===== src/rtl/decoder_pkg.sv =====
`default_nettype none
// ============================================================================
// Module      : decoder_pkg
// Description : Shared types for the pipelined RV32 decoder: opcode and funct7
//               constants, ALU-operation and write-back-select encodings, the
//               two-entry buffer state encoding and the decoded-fields record.
// Ports       : none (package)
// Revision    : 1.0 - initial release
// ============================================================================
package decoder_pkg;

   // Major opcodes (instr[6:0])
   localparam logic [6:0] OPC_LOAD   = 7'b0000011;
   localparam logic [6:0] OPC_OP_IMM = 7'b0010011;
   localparam logic [6:0] OPC_AUIPC  = 7'b0010111;
   localparam logic [6:0] OPC_STORE  = 7'b0100011;
   localparam logic [6:0] OPC_OP     = 7'b0110011;
   localparam logic [6:0] OPC_LUI    = 7'b0110111;
   localparam logic [6:0] OPC_BRANCH = 7'b1100011;
   localparam logic [6:0] OPC_JALR   = 7'b1100111;
   localparam logic [6:0] OPC_JAL    = 7'b1101111;

   // funct7 values that select base, alternate (SUB/SRA) and multiply/divide
   localparam logic [6:0] F7_BASE   = 7'b0000000;
   localparam logic [6:0] F7_ALT    = 7'b0100000;
   localparam logic [6:0] F7_MULDIV = 7'b0000001;

   // ALU operand-B select
   localparam logic [1:0] ALU_SRC_RS2 = 2'b00;
   localparam logic [1:0] ALU_SRC_IMM = 2'b01;

   // Base ALU operations; bit 4 is reserved for the multiply/divide group,
   // which is encoded as {1'b1, 1'b0, funct3} and so has no enum member.
   typedef enum logic [4:0] {
      ALU_ADD  = 5'b00000,
      ALU_SUB  = 5'b00001,
      ALU_AND  = 5'b00010,
      ALU_OR   = 5'b00011,
      ALU_XOR  = 5'b00100,
      ALU_SLL  = 5'b00101,
      ALU_SRL  = 5'b00110,
      ALU_SRA  = 5'b00111,
      ALU_SLT  = 5'b01000,
      ALU_SLTU = 5'b01001
   } alu_op_e;

   // Write-back source select
   typedef enum logic [1:0] {
      MTR_ALU    = 2'b00,   // ALU result (LUI passes the immediate through)
      MTR_PC_IMM = 2'b01,   // pc + imm (AUIPC)
      MTR_PC4    = 2'b10,   // pc + 4 (link address for JAL/JALR)
      MTR_MEM    = 2'b11    // load data
   } mem_to_reg_e;

   // Occupancy of the output + skid buffer pair
   typedef enum logic [1:0] {
      ST_EMPTY = 2'b00,
      ST_ONE   = 2'b01,
      ST_TWO   = 2'b10
   } state_e;

   // Decoded instruction. imm is kept at 32 bits: every RV32 immediate is
   // already sign-extended from instr[31] at that width, so widening to XLEN
   // is a plain replication of bit 31 done at the output.
   typedef struct packed {
      logic [4:0]  rs1;
      logic [4:0]  rs2;
      logic [4:0]  rd;
      logic [2:0]  funct3;
      logic [31:0] imm;
      logic [4:0]  alu_op;
      logic [1:0]  alu_src;
      mem_to_reg_e mem_to_reg;
      logic        reg_write;
      logic        mem_read;
      logic        mem_write;
      logic        branch;
      logic        jump;
      logic        illegal;
   } dec_fields_t;

endpackage
`default_nettype wire


===== src/rtl/decode_fields.sv =====
`default_nettype none
// ============================================================================
// Module      : decode_fields
// Description : Purely combinational RV32I (+ optional RV32M) instruction
//               decoder producing the decoded-fields record.
// Parameters  : ENABLE_M - nonzero accepts RV32M in OP; zero flags it illegal
// Ports       : instr  in  [31:0]  raw instruction word
//               fields out          decoded record (dec_fields_t)
// Revision    : 1.0 - initial release
// ============================================================================
module decode_fields
   import decoder_pkg::*;
#(
   parameter int ENABLE_M = 0
) (
   input  logic [31:0] instr,
   output dec_fields_t fields
);

   logic [6:0]  opcode;
   logic [2:0]  funct3;
   logic [6:0]  funct7;
   logic [31:0] imm_i;
   logic [31:0] imm_s;
   logic [31:0] imm_b;
   logic [31:0] imm_u;
   logic [31:0] imm_j;
   dec_fields_t dec;

   assign opcode = instr[6:0];
   assign funct3 = instr[14:12];
   assign funct7 = instr[31:25];

   assign imm_i = {{20{instr[31]}}, instr[31:20]};
   assign imm_s = {{20{instr[31]}}, instr[31:25], instr[11:7]};
   assign imm_b = {{19{instr[31]}}, instr[31], instr[7], instr[30:25], instr[11:8], 1'b0};
   assign imm_u = {instr[31:12], 12'b0};
   assign imm_j = {{11{instr[31]}}, instr[31], instr[19:12], instr[20], instr[30:21], 1'b0};

   always_comb begin
      dec            = '0;
      dec.rs1        = instr[19:15];
      dec.rs2        = instr[24:20];
      dec.rd         = instr[11:7];
      dec.funct3     = funct3;
      dec.alu_op     = ALU_ADD;
      dec.alu_src    = ALU_SRC_RS2;
      dec.mem_to_reg = MTR_ALU;

      case (opcode)
         OPC_OP: begin
            dec.reg_write = 1'b1;
            if (funct7 == F7_BASE) begin
               case (funct3)
                  3'b000:  dec.alu_op = ALU_ADD;
                  3'b001:  dec.alu_op = ALU_SLL;
                  3'b010:  dec.alu_op = ALU_SLT;
                  3'b011:  dec.alu_op = ALU_SLTU;
                  3'b100:  dec.alu_op = ALU_XOR;
                  3'b101:  dec.alu_op = ALU_SRL;
                  3'b110:  dec.alu_op = ALU_OR;
                  default: dec.alu_op = ALU_AND;
               endcase
            end else if (funct7 == F7_ALT) begin
               // Only SUB and SRA exist in the alternate encoding space
               if (funct3 == 3'b000)      dec.alu_op  = ALU_SUB;
               else if (funct3 == 3'b101) dec.alu_op  = ALU_SRA;
               else                       dec.illegal = 1'b1;
            end else if ((ENABLE_M != 0) && (funct7 == F7_MULDIV)) begin
               dec.alu_op = {2'b10, funct3};
            end else begin
               dec.illegal = 1'b1;
            end
         end

         OPC_OP_IMM: begin
            dec.reg_write = 1'b1;
            dec.alu_src   = ALU_SRC_IMM;
            dec.imm       = imm_i;
            case (funct3)
               3'b000: dec.alu_op = ALU_ADD;
               3'b010: dec.alu_op = ALU_SLT;
               3'b011: dec.alu_op = ALU_SLTU;
               3'b100: dec.alu_op = ALU_XOR;
               3'b110: dec.alu_op = ALU_OR;
               3'b001: begin
                  dec.alu_op = ALU_SLL;
                  if (funct7 != F7_BASE) dec.illegal = 1'b1;
               end
               3'b101: begin
                  // instr[30] picks arithmetic vs logical right shift
                  if (instr[30]) begin
                     dec.alu_op = ALU_SRA;
                     if (funct7 != F7_ALT) dec.illegal = 1'b1;
                  end else begin
                     dec.alu_op = ALU_SRL;
                     if (funct7 != F7_BASE) dec.illegal = 1'b1;
                  end
               end
               default: dec.alu_op = ALU_AND;
            endcase
         end

         OPC_LOAD: begin
            dec.reg_write  = 1'b1;
            dec.mem_read   = 1'b1;
            dec.mem_to_reg = MTR_MEM;
            dec.alu_src    = ALU_SRC_IMM;
            dec.imm        = imm_i;
         end

         OPC_STORE: begin
            dec.mem_write = 1'b1;
            dec.alu_src   = ALU_SRC_IMM;
            dec.imm       = imm_s;
         end

         OPC_BRANCH: begin
            dec.branch = 1'b1;
            dec.alu_op = ALU_SUB;
            dec.imm    = imm_b;
         end

         OPC_AUIPC: begin
            dec.reg_write  = 1'b1;
            dec.mem_to_reg = MTR_PC_IMM;
            dec.alu_src    = ALU_SRC_IMM;
            dec.imm        = imm_u;
         end

         OPC_LUI: begin
            dec.reg_write  = 1'b1;
            dec.mem_to_reg = MTR_ALU;
            dec.alu_src    = ALU_SRC_IMM;
            dec.imm        = imm_u;
         end

         OPC_JAL: begin
            dec.reg_write  = 1'b1;
            dec.jump       = 1'b1;
            dec.mem_to_reg = MTR_PC4;
            dec.alu_src    = ALU_SRC_IMM;
            dec.imm        = imm_j;
         end

         OPC_JALR: begin
            dec.reg_write  = 1'b1;
            dec.jump       = 1'b1;
            dec.mem_to_reg = MTR_PC4;
            dec.alu_src    = ALU_SRC_IMM;
            dec.imm        = imm_i;
            if (funct3 != 3'b000) dec.illegal = 1'b1;
         end

         default: dec.illegal = 1'b1;
      endcase

      // Compressed / non-32-bit encodings are not supported
      if (instr[1:0] != 2'b11) dec.illegal = 1'b1;

      // x0 is hard-wired to zero, so a write to it is suppressed here rather
      // than relying on the register file to ignore it.
      if (dec.rd == 5'd0) dec.reg_write = 1'b0;

      // Illegal entries still flow down the pipe (so a trap can be raised in
      // order) but must not cause any architectural side effect.
      if (dec.illegal) begin
         dec.reg_write = 1'b0;
         dec.mem_read  = 1'b0;
         dec.mem_write = 1'b0;
         dec.branch    = 1'b0;
         dec.jump      = 1'b0;
      end
   end

   assign fields = dec;

endmodule
`default_nettype wire


===== src/rtl/pipelined_decoder.sv =====
`default_nettype none
// ============================================================================
// Module      : pipelined_decoder
// Description : One-stage registered RV32 decoder with a two-entry (output +
//               skid) buffer so that in_ready never depends combinationally
//               on out_ready.
// Parameters  : XLEN     - width of pc and immediate (32 or 64)
//               ENABLE_M - nonzero enables RV32M decode
// Ports       : clk, rst (async, active high)
//               in_valid/in_ready, in_instr[31:0], in_pc[XLEN-1:0]
//               flush     - drops held and incoming instructions
//               out_valid/out_ready, out_pc, out_rs1/rs2/rd, out_funct3,
//               out_imm, out_alu_op, out_alu_src, out_mem_to_reg,
//               out_reg_write, out_mem_read, out_mem_write, out_branch,
//               out_jump, out_illegal
// Revision    : 1.0 - initial release
// ============================================================================
module pipelined_decoder
   import decoder_pkg::*;
#(
   parameter int XLEN     = 32,
   parameter int ENABLE_M = 0
) (
   input  logic            clk,
   input  logic            rst,
   input  logic            in_valid,
   output logic            in_ready,
   input  logic [31:0]     in_instr,
   input  logic [XLEN-1:0] in_pc,
   input  logic            flush,
   output logic            out_valid,
   input  logic            out_ready,
   output logic [XLEN-1:0] out_pc,
   output logic [4:0]      out_rs1,
   output logic [4:0]      out_rs2,
   output logic [4:0]      out_rd,
   output logic [2:0]      out_funct3,
   output logic [XLEN-1:0] out_imm,
   output logic [4:0]      out_alu_op,
   output logic [1:0]      out_alu_src,
   output logic [1:0]      out_mem_to_reg,
   output logic            out_reg_write,
   output logic            out_mem_read,
   output logic            out_mem_write,
   output logic            out_branch,
   output logic            out_jump,
   output logic            out_illegal
);

   state_e          state_q,    state_d;
   logic            in_ready_q, in_ready_d;
   dec_fields_t     out_q,      out_d;
   logic [XLEN-1:0] out_pc_q,   out_pc_d;
   dec_fields_t     skid_q,     skid_d;
   logic [XLEN-1:0] skid_pc_q,  skid_pc_d;

   dec_fields_t     in_fields;
   logic            in_xfer;
   logic            out_xfer;

   decode_fields #(
      .ENABLE_M (ENABLE_M)
   ) u_decode_fields (
      .instr  (in_instr),
      .fields (in_fields)
   );

   assign out_valid = (state_q != ST_EMPTY);
   assign in_xfer   = in_valid && in_ready_q;
   assign out_xfer  = out_valid && out_ready;

   always_comb begin
      state_d   = state_q;
      out_d     = out_q;
      out_pc_d  = out_pc_q;
      skid_d    = skid_q;
      skid_pc_d = skid_pc_q;

      case (state_q)
         ST_EMPTY: begin
            if (in_xfer) begin
               out_d    = in_fields;
               out_pc_d = in_pc;
               state_d  = ST_ONE;
            end
         end
         ST_ONE: begin
            if (in_xfer && !out_xfer) begin
               // Output is stalled: park the newcomer behind it
               skid_d    = in_fields;
               skid_pc_d = in_pc;
               state_d   = ST_TWO;
            end else if (in_xfer && out_xfer) begin
               out_d    = in_fields;
               out_pc_d = in_pc;
            end else if (out_xfer) begin
               state_d = ST_EMPTY;
            end
         end
         ST_TWO: begin
            // in_ready is low here, so only the drain side can move
            if (out_xfer) begin
               out_d    = skid_q;
               out_pc_d = skid_pc_q;
               state_d  = ST_ONE;
            end
         end
         default: state_d = ST_EMPTY;
      endcase

      if (flush) state_d = ST_EMPTY;

      // Registered ready: computed from the next occupancy so it is valid
      // the cycle after, and stays low through reset until the first edge.
      in_ready_d = (state_d != ST_TWO);
   end

   always_ff @(posedge clk or posedge rst) begin
      if (rst) begin
         state_q    <= ST_EMPTY;
         in_ready_q <= 1'b0;
         out_q      <= '0;
         out_pc_q   <= '0;
         skid_q     <= '0;
         skid_pc_q  <= '0;
      end else begin
         state_q    <= state_d;
         in_ready_q <= in_ready_d;
         out_q      <= out_d;
         out_pc_q   <= out_pc_d;
         skid_q     <= skid_d;
         skid_pc_q  <= skid_pc_d;
      end
   end

   generate
      if (XLEN > 32) begin : g_imm_wide
         assign out_imm = {{(XLEN-32){out_q.imm[31]}}, out_q.imm};
      end else begin : g_imm_narrow
         assign out_imm = out_q.imm[XLEN-1:0];
      end
   endgenerate

   assign in_ready       = in_ready_q;
   assign out_pc         = out_pc_q;
   assign out_rs1        = out_q.rs1;
   assign out_rs2        = out_q.rs2;
   assign out_rd         = out_q.rd;
   assign out_funct3     = out_q.funct3;
   assign out_alu_op     = out_q.alu_op;
   assign out_alu_src    = out_q.alu_src;
   assign out_mem_to_reg = out_q.mem_to_reg;
   assign out_reg_write  = out_q.reg_write;
   assign out_mem_read   = out_q.mem_read;
   assign out_mem_write  = out_q.mem_write;
   assign out_branch     = out_q.branch;
   assign out_jump       = out_q.jump;
   assign out_illegal    = out_q.illegal;

endmodule
`default_nettype wire


===== config.mk =====
export PLATFORM = sky130hd
export DESIGN_NAME = pipelined_decoder
export DESIGN_NICKNAME = d
export VERILOG_FILES = /design/src/rtl/decoder_pkg.sv /design/src/rtl/decode_fields.sv /design/src/rtl/pipelined_decoder.sv
export SDC_FILE = /design/constraint.sdc
export NUM_CORES = 1
export LEC_CHECK = 0
export ABC_AREA = 1
export CORE_ASPECT_RATIO = 1.5
export CORE_MARGIN = 4
export CORE_UTILIZATION = 57
export DETAILED_ROUTE_END_ITERATION = 10
export HOLD_SLACK_MARGIN = 0.03
export PLACE_DENSITY = 0.86
export RECOVER_POWER = 50
export SETUP_SLACK_MARGIN = 0.02
export SLEW_MARGIN = 5
export SYNTH_ARGS = -nofsm -noshare
export SYNTH_HDL_FRONTEND = slang
export SYNTH_SLANG_ARGS = --single-unit

===== constraint.sdc =====
create_clock -name clk -period 9.8 [get_ports clk]
set_input_delay 1.96 -clock clk [delete_from_list [all_inputs] [get_ports clk]]
set_output_delay 1.96 -clock clk [all_outputs]
set_load 0.01 [all_outputs]

* Yosys cells after proc, flatten, opt, wreduce, memory -nomap -nowiden
Index checks and enable logic that the tools add are counted.
Cells by class: eq/ne operators 25, mux-type cells 46, reduce and logical (&&, ||, !) cells 21
Operators by type and width (number):
- $mux 65 | 4
- $pmux 65 s3 | 1
- $pmux 32 s5 | 1
- $mux 32 | 4
- $pmux 32 s3 | 1
- $pmux 5 s7 | 1
- $eq 7x6->1 const B | 4
- $pmux 4 s7 | 1
- $eq 7x7->1 const B | 3
- $mux 5 | 4
- $mux 1 | 17
- $pmux 5 s3 | 1
- $eq 7x5->1 const B | 2
- $reduce_or 7->1 | 2
- $mux 2 | 6
- $ne 2x2->1 const B | 6
- $pmux 2 s3 | 2
- $eq 3x3->1 const B | 3
- $eq 7x2->1 const B | 1
- $logic_not 7->1 | 1
- $ne 7x6->1 const B | 1
- $reduce_bool 7->1 | 1
- $eq 3x2->1 const B | 2
- $reduce_bool 3->1 | 2
- 17 further kinds | 21
Word-level totals: register bits 197, input port bits 69, output and inout port bits 99, logic and storage cells 124

* Longest topological paths before layout
Gate-level depths: netlist of the first run.
word-level depth 11, depth in mapped cells 12, gate-level depth less buffers 12

* Modules after synthesis
Synthesis of the first run repeated with hierarchy kept, for this count alone.
Second synthesis, totals: cell total of the unflattened synthesis 1369, area, all modules 10064.7 um^2
By module, submodules not included:
- pipelined_decoder | times used 1, cells an instance 1188, area an instance 9112.5 um^2, seq. area each 4929.7 um^2
- decode_fields | times used 1, cells an instance 181, area an instance 952.2 um^2, seq. area each 0.0 um^2

* Worst setup path after synthesis of the first run
No wires, ideal clock.
path type input to register, from input port in_instr[0], to register out_q (netlist bit out_illegal), library setup time 0.120 ns, arrival 2.897 ns, data required time 9.680 ns, path slack 6.783 ns, stages on the path 9, path buffers 0, cell sequence nand2_2 nor2_1 nand2_4 nand2_2 nor2_1 nand3_2 nand2_1 o21ai_1 nand2_1
Between the ends: cells in the longest elaborated chain, start to end 7, elaborated cells on any way between the ends 17, those cells by class 10 x eq/ne; 6 x mux; 1 x reduce/logical
RTL lines:
- from (decl) | line pipelined_decoder.sv:28 | input logic [31:0] in_instr,
- $eq 7x7->1, or another cell as far along | line decode_fields.sv:50 | case (opcode)
- $reduce_or 6->1 (no line)
- $pmux 1 s4 | line decode_fields.sv:50
- $mux 1 (*) | line decode_fields.sv:159 | if (instr[1:0] != 2'b11) dec.illegal = 1'b1;
- $mux 65 | line pipelined_decoder.sv:93 | end else if (in_xfer && out_xfer) begin
- $mux 65 | line pipelined_decoder.sv:88 | if (in_xfer && !out_xfer) begin
- $pmux 65 s3 (*) | line pipelined_decoder.sv:79 | case (state_q)
- to (signal assigned) | line pipelined_decoder.sv:129 | out_q <= out_d;
- to (decl) | line pipelined_decoder.sv:52 | dec_fields_t out_q, out_d;
Every way passes the cells marked *; elsewhere a longest branch is shown, timed or not. The select of a mux whose other input is x is not followed. A chain may end at the register's enable or synchronous reset.

* Final worst setup path of the first run
from input port in_valid, to register out_q (netlist bit out_imm[17])
Between the ends: cells in the longest elaborated chain, start to end 4, elaborated cells on any way between the ends 7, those cells by class 3 x eq/ne; 4 x reduce/logical
RTL lines:
- from (decl) | line pipelined_decoder.sv:26 | input logic in_valid,
- $logic_and 1x1->1 (*) | line pipelined_decoder.sv:69 | assign in_xfer = in_valid && in_ready_q;
- $logic_and 1x1->1, on equally long branches | line pipelined_decoder.sv:93, pipelined_decoder.sv:88
- $ne 2x2->1 (no line)
- $reduce_and 5->1 (no line) (*)
Every way passes the cells marked *; elsewhere a longest branch is shown, timed or not.

==> qor.txt, run 1 <==
TIMING
--------------------------------------------------------------------------------------------------------
Fin crit share                                                                                     0.659
Count of endpoints failing hold in the final timing report                                             0
Endpoints failing setup                                                                                0
Total Neg Setup Slack                                                                               0 ns
Max-slew headroom at the worst pin                                                                 -2.46
Smallest setup slack after layout                                                                3.34 ns
Worst slew pin tran                                                                              5.16 ns
Final slew viol count                                                                                182
Highest clock rate                                                                             0.155 GHz
Unrepaired setup endpoints after global routing                                                    false
Worst hold slack after final layout                                                             0.478 ns
Crit path time final                                                                             6.46 ns
Clock skew                                                                                    0.00930 ns

GLOBAL ROUTING
--------------------------------------------------------------------------------------------------------
Grt ovf                                                                                                0
Via count of the first global-routing pass                                                         7,505
Initial antenna violation count                                                                        0
Largest net degree at the start of global routing                                                    120
Total Routing Usage GR                                                                             0.256
Global-route wire length before repair                                                           37.6 mm

ROUTE
--------------------------------------------------------------------------------------------------------
Detail Route met2 WL                                                                             11.8 mm
Detailed-routing iteration count for the pre-antenna-repair pass                                       5
Wire length on met3                                                                              1.09 mm
Max Used Layer                                                                                      met4
Drt total wl                                                                                     23.1 mm
Remaining routing DRC violations                                                                       0
Number of nets with antenna violations after routing                                                   0
Detail-routed via count per cell                                                                    5.44
Metal1 wirelength                                                                                9.45 mm
DR iter-0 viols                                                                                      715
Routed vias                                                                                        7,918
Post-DR wirelength/cell                                                                          15.9 um

CRITICAL PATH
--------------------------------------------------------------------------------------------------------
Timing startpoint of the critical path                                                          in_valid
Worst-path fanout max                                                                                114
Destination of the critical timing path                                                     out_imm[17]$_DFFE_PP0P_
Worst reg-to-reg setup slack                                                                     4.93 ns
Kind of start point of the critical path                                                       input pin
Logic depth of the worst register-to-register path                                                     8
Worst setup path class                                                                      input pin to register
CP endpoint kind                                                                                register
Launch instance of the worst register-to-register path                                      state_q[1]$_DFF_PP0_
End of the worst register-to-register path                                                  out_imm[17]$_DFFE_PP0P_
Critical path arrival                                                                            6.82 ns
Critical Path RT                                                                                10.17 ns

CLOCKING
--------------------------------------------------------------------------------------------------------
CTS tree                                                                                           built
Clock buffer count from CTS                                                                           17
Post-CTS clock slew at the launch and capture registers of the worst setup and hold paths        0.07 ns
Sink count of the clock tree                                                                         193
Worst-case clock buffer depth                                                                          2
Setup repair bufs after CTS                                                                            0
Number of buffers inserted for hold repair after clock tree synthesis                                  0
Clock latency reported for the late side of the worst-skew pair                                  0.43 ns
Total of cells resized after clock tree synthesis                                                      0
Root buffer cell                                                                               clkbuf_16
H-tree level count                                                                                     4

CELLS AND AREA
--------------------------------------------------------------------------------------------------------
Post-layout nets                                                                                   1,309
Share of the core filled with cells                                                                0.720
Number of filler instances in the final layout                                                     1,236
Most frequent standard cell in the layout excluding fill and tap cells                           nand2_1
Max reg flops                                                                                         63
Register name with the most flops                                                                 skid_q
Share of cells above drive strength 1                                                             0.0822
Synthesis-to-layout area growth                                                                    23.4%
Top library cells by usage in the layout, fill and taps aside                               367 x nand2_1, 193 x dfrtp_1, 192 x o21ai_0
Final antenna diode count                                                                              0

PLACED DESIGN
--------------------------------------------------------------------------------------------------------
HPWL after detailed placement                                                                    15.7 mm
DP Worst Slack                                                                                   5.16 ns
Routability congestion estimate from global placement                                              0.948
Port-buffer cells                                                                                    165

POWER AND IR DROP
--------------------------------------------------------------------------------------------------------
Leakage Power                                                                                 0.00544 uW
Max rail drop VDD                                                                                 123 uV
Total power density per cell area                                                            178 nW/um^2
Final Total Pwr                                                                                  2010 uW

YOSYS
--------------------------------------------------------------------------------------------------------
Seq cells post-synth                                                                                 193
Post-synthesis cell count                                                                          1,116
Post-Synthesis Mean Instance Area                                                             8.21 sq um
Post-synthesis sequential area ratio                                                               0.527
Count of cell types in the netlist                                                                    35
Warning count from the yosys run                                                                       0
Post-synthesis cell area                                                                      9160 sq um

RUN STATUS
--------------------------------------------------------------------------------------------------------
Violated checks                                                                             capacitance limit, slew limit
Status                                                                                      finished, violations left

FLOORPLANNING
--------------------------------------------------------------------------------------------------------
Height of the chip                                                                                163 um
Floorplan Core Area                                                                         15,700 sq um
Top Ports                                                                                            168
Starting density of the core                                                                       0.584
Die span in x                                                                                     112 um
Number of cell rows                                                                                   56
Total die area                                                                              18,200 sq um

RUN
--------------------------------------------------------------------------------------------------------
Max cap viols                                                                                          2

HOLD PATH
--------------------------------------------------------------------------------------------------------
Path class of the lowest-slack min-delay path                                               register to register

where the power goes:
part           internal [uW]  switching (uW)
registers                914            45.0
clock network            364             339
logic                    146             200
total                   1420             584
worst min path at each step:
stage	cells past startpoint	to	startpoint	slack, ns
floorplan	2	skid_q[10]$_DFFE_PP0P_	skid_q[10]$_DFFE_PP0P_	0.44
detailed placement	2	skid_q[6]$_DFFE_PP0P_	skid_q[6]$_DFFE_PP0P_	0.46
global placement	2	skid_q[10]$_DFFE_PP0P_	skid_q[10]$_DFFE_PP0P_	0.46
finish	2	skid_q[6]$_DFFE_PP0P_	skid_q[6]$_DFFE_PP0P_	0.48
CTS	2	skid_q[6]$_DFFE_PP0P_	skid_q[6]$_DFFE_PP0P_	0.48
global route	2	out_imm[2]$_DFFE_PP0P_	out_imm[2]$_DFFE_PP0P_	0.50
cell usage after synthesis (all sizes together):
master	count	area (sq um)
buf	42	270
nor3	3	15.0
a2bb2oi	1	8.76
clkbuf	25	128
o21ai	254	1310
nand3	14	97.6
o22ai	1	12.5
nor3b	1	7.51
nand4	13	138
a21oi	37	219
inv	104	390
nand2	380	1480
dfrtp	193	4830
nor2	46	241
conb	1	3.75
or4	1	7.51
kinds of logic (layout without fill, tap and decap cells):
group / Yosys count / after routing / synth area share
compound gates: 293 / 293 / 0.169
buf+inv: 171 / 307 / 0.0860
flops: 193 / 193 / 0.527
other cells: 1 / 2 / 0.000409
simple gates: 458 / 458 / 0.217
per-stage QoR:
step	cell area, sq um	cells
CTS	11300	1456
global route	11300	1456
finish	11300	1456
detailed placement	10700	1424
global placement	10700	1424
floorplan	9170	1117
worst max-delay path, stage by stage:
cell and delay (ns):
dlygate4sd3_1 0.53, nand2_1 0.05, inv_1 0.11, o22ai_2 0.07, nor2_1 0.80, clkinvlp_2 1.80
buf_4 0.95, a21oi_2 0.25, o21ai_1 0.10, nand2_1 0.11
final cells by class:
cell class | count | area [sq um] | area share
clock buffers | 17 | 425 | 0.0376
clock inverters | 15 | 170 | 0.0151
inverters | 104 | 395 | 0.0350
multi-input cells | 753 | 3530 | 0.313
flip-flops and latches | 193 | 4830 | 0.427
well taps | 203 | 254 | 0.0225
repair buffers | 171 | 1700 | 0.150
per-layer routing:
layer | GRT usage | vias to the layer above
met3 | 0.0352 | 51
met2 | 0.447 | 270
met4 | 0.100 | 0
met1 | 0.325 | 3778
met5 | 0 | -
li1 | - | 3819
Power figures use the tool's default switching activity.
==> inputs of run 2 (changes only) <==
Settings changed: CORE_UTILIZATION 57 to 53, PLACE_DENSITY 0.86 to 0.81.
Clock period 9.8 ns to 6.2 ns, I/O delays scaled along.
==> run 2 against run 1 <==
  * The flow still finishes with violations (capacitance limit, slew limit)
  * Sequential power rose by 58%
  * Via count fell by 2.9%
  * First-iteration DRC count fell by 0.28%
  * Clock power rose by 69%
  * Power rose by 63%
  * Design area rose by 0.66%
  * Hold slack got worse by 0.00056 ns
  * Critical path type is now input pin to asynchronous set/reset pin
  * Largest power group unchanged
  * Highest routed layer unchanged
==> qor.txt, run 2 (synthesis gave the netlist of run 1 again) <==
RUN STATUS
--------------------------------------------------------------------------------------------------------
Status                                                                                      finished, violations left
Violated checks                                                                             capacitance limit, slew limit

ROUTE
--------------------------------------------------------------------------------------------------------
Detail-routed via count per cell                                                                    5.26   -3.2%
Drt total wl                                                                                     22.8 mm   -1.3%
Remaining routing DRC violations                                                                       0   unchanged
Detailed-routing iteration count for the pre-antenna-repair pass                                       5   unchanged
Number of nets with antenna violations after routing                                                   0   unchanged
Routed vias                                                                                        7,692   -2.9%
DR iter-0 viols                                                                                      713   -0.28%
Post-DR wirelength/cell                                                                          15.6 um   -1.6%

PLACED DESIGN
--------------------------------------------------------------------------------------------------------
Total placed instance area                                                                  10,800 sq um   +0.21%
HPWL after detailed placement                                                                    15.4 mm   -1.9%
Routability congestion estimate from global placement                                              0.892   -5.9%
Port-buffer cells                                                                                    165   unchanged

TIMING
--------------------------------------------------------------------------------------------------------
Highest clock rate                                                                             0.260 GHz
Count of endpoints failing hold in the final timing report                                             0   unchanged
Crit path time final                                                                             3.85 ns
Worst slew pin tran                                                                              2.57 ns   -2.59 ns
Clock skew                                                                                     0.0103 ns   +0.000962 ns
Endpoints failing setup                                                                                0   unchanged
Max-slew headroom at the worst pin                                                                -0.714   +1.75
Unrepaired setup endpoints after global routing                                                    false
Total Neg Setup Slack                                                                               0 ns   unchanged
Final slew viol count                                                                                220   +21%
Fin crit share                                                                                     0.621

CELLS AND AREA
--------------------------------------------------------------------------------------------------------
Final antenna diode count                                                                              0   unchanged
Area used by multi-input combinational logic                                                  3540 sq um   +0.32%
Combined flip-flop and latch cell area                                                        4830 sq um   unchanged
Share of cells above drive strength 1                                                             0.0823   +0.000131
Post-layout nets                                                                                   1,308   -0.076%
Synthesis-to-layout area growth                                                                    24.2%
Most frequent standard cell in the layout excluding fill and tap cells                           nand2_1
Top library cells by usage in the layout, fill and taps aside                               367 x nand2_1, 193 x dfrtp_1, 187 x o21ai_0
Max reg flops                                                                                         63   unchanged
Register name with the most flops                                                                 skid_q
Final std cell area, no fill                                                                11,400 sq um   +0.66%
Number of filler instances in the final layout                                                     1,395   +13%

CRITICAL PATH
--------------------------------------------------------------------------------------------------------
End of the worst register-to-register path                                                  out_rs2[4]$_DFFE_PP0P_
Launch instance of the worst register-to-register path                                      state_q[0]$_DFF_PP0_
Worst-path fanout max                                                                                193   +69%
CP endpoint kind                                                                            asynchronous set/reset pin
Worst setup path class                                                                      input pin to asynchronous set/reset pin
Cells along the critical path                                                               dlygate4sd3_1 > clkinvlp_4 > clkbuf_4
Worst reg-to-reg setup slack                                                                     2.90 ns   -2.03 ns
Kind of start point of the critical path                                                       input pin
Largest incremental delay on the critical path                                                   1.77 ns   -0.03 ns
Critical Path RT                                                                                 6.19 ns   -3.98 ns
Timing startpoint of the critical path                                                               rst
Logic depth of the worst register-to-register path                                                     7   -1
Critical path arrival                                                                            3.85 ns   -2.97 ns
Critical Path Slowest Stage Cell                                                                clkbuf_4
Destination of the critical timing path                                                     out_imm[9]$_DFFE_PP0P_

CLOCKING
--------------------------------------------------------------------------------------------------------
CTS tree                                                                                           built
Number of buffers inserted for hold repair after clock tree synthesis                                  0   unchanged
Clock buffer count from CTS                                                                           17   unchanged
Sink count of the clock tree                                                                         193   unchanged
Root buffer cell                                                                               clkbuf_16
Total of cells resized after clock tree synthesis                                                      0   unchanged
Clock latency reported for the late side of the worst-skew pair                                  0.43 ns   about the same
Worst-case clock buffer depth                                                                          2   unchanged
Setup repair bufs after CTS                                                                            0   unchanged
H-tree level count                                                                                     4   unchanged
Post-CTS clock slew at the launch and capture registers of the worst setup and hold paths        0.07 ns   about the same

FLOORPLANNING
--------------------------------------------------------------------------------------------------------
Floorplan Core Area                                                                         16,900 sq um   +7.7%
Height of the chip                                                                                169 um   +3.5%
Number of cell rows                                                                                   58   +3.6%
Total die area                                                                              19,500 sq um   +7.1%
Die span in x                                                                                     115 um   +3.4%
Starting density of the core                                                                       0.542   -0.0419
Top Ports                                                                                            168   unchanged

GLOBAL ROUTING
--------------------------------------------------------------------------------------------------------
Largest net degree at the start of global routing                                                    194   +62%
Via count of the first global-routing pass                                                         7,316   -2.5%
Initial antenna violation count                                                                        0   unchanged
Grt ovf                                                                                                0   unchanged
Total Routing Usage GR                                                                             0.242   -0.0147
Global-route wire length before repair                                                           37.1 mm   -1.4%

POWER AND IR DROP
--------------------------------------------------------------------------------------------------------
Total power density per cell area                                                            287 nW/um^2   +62%
Logic pwr share                                                                                    0.171   about the same
Leakage Power                                                                                 0.00534 uW   -1.7%
Fraction of power spent switching nets                                                             0.266   -0.0251
Max rail drop VDD                                                                                 226 uV   +84%
Switch Pwr                                                                                        869 uW   +49%
Clk network pwr share                                                                              0.365   +0.015
Share of power burned in registers                                                                 0.464   -0.014
Cell internal power dissipation                                                                  2400 uW   +69%

RUN
--------------------------------------------------------------------------------------------------------
Max cap viols                                                                                          2   unchanged

HOLD PATH
--------------------------------------------------------------------------------------------------------
Hold path startpoint                                                                        out_imm[16]$_DFFE_PP0P_
Path class of the lowest-slack min-delay path                                               register to register

-- run 2: layout make-up --
class	count	share of cell area
Clock buffer	21	0.0413
Clock inverter	10	0.0151
Inverter	104	0.0351
Multi-Input combinational cell	753	0.311
Sequential cell	193	0.424
Tap cell	210	0.0231
Timing Repair Buffer	170	0.150
-- run 2: how the worst min path moves through the flow --
stage	slack [ns]	end	cells after the start
2_1_floorplan	0.44	skid_q[10]$_DFFE_PP0P_	2
3_3_place_gp	0.46	skid_q[19]$_DFFE_PP0P_	2
3_5_place_dp	0.46	skid_q[16]$_DFFE_PP0P_	2
4_1_cts	0.48	skid_q[19]$_DFFE_PP0P_	2
5_1_grt	0.50	skid_q[16]$_DFFE_PP0P_	2
6_report	0.48	out_imm[16]$_DFFE_PP0P_	2
-- run 2: power groups by stage --
stage               Clock [uW]  Sequential, uW  Combinational, uW
floorplan                    0            1560                282
global placement             0            1540                558
detailed placement           0            1540                573
CTS                       1220            1520                579
global route              1260            1540                631
finish                    1190            1520                559
-- run 2: metal layers --
metal  track usage  vias to the layer above  share of wire
li1              -                     3799              -
met1         0.315                     3651           0.42
met2         0.405                      208           0.51
met3        0.0408                       34          0.047
met4        0.0873                        0          0.024
met5             0                        -              0
-- run 2: through the flow --
step / hold WS, ns / total power (uW) / setup slack (ns) / util / cells
5_1_grt: 0.499 / 3430 / 1.88 / 0.673 / 1461
2_1_floorplan: 0.444 / 1840 / 2.47 / - / 1117
4_1_cts: 0.484 / 3310 / 2.92 / 0.674 / 1461
6_report: 0.477 / 3270 / 2.35 / 0.673 / 1461
3_3_place_gp: 0.458 / 2090 / 2.51 / 0.636 / 1430
3_5_place_dp: 0.463 / 2120 / 2.45 / 0.636 / 1430
-- run 2: critical path, delay by kind of cell --
family | cells | cell delay (ns)
buffers and inverters | 3 | 2.41
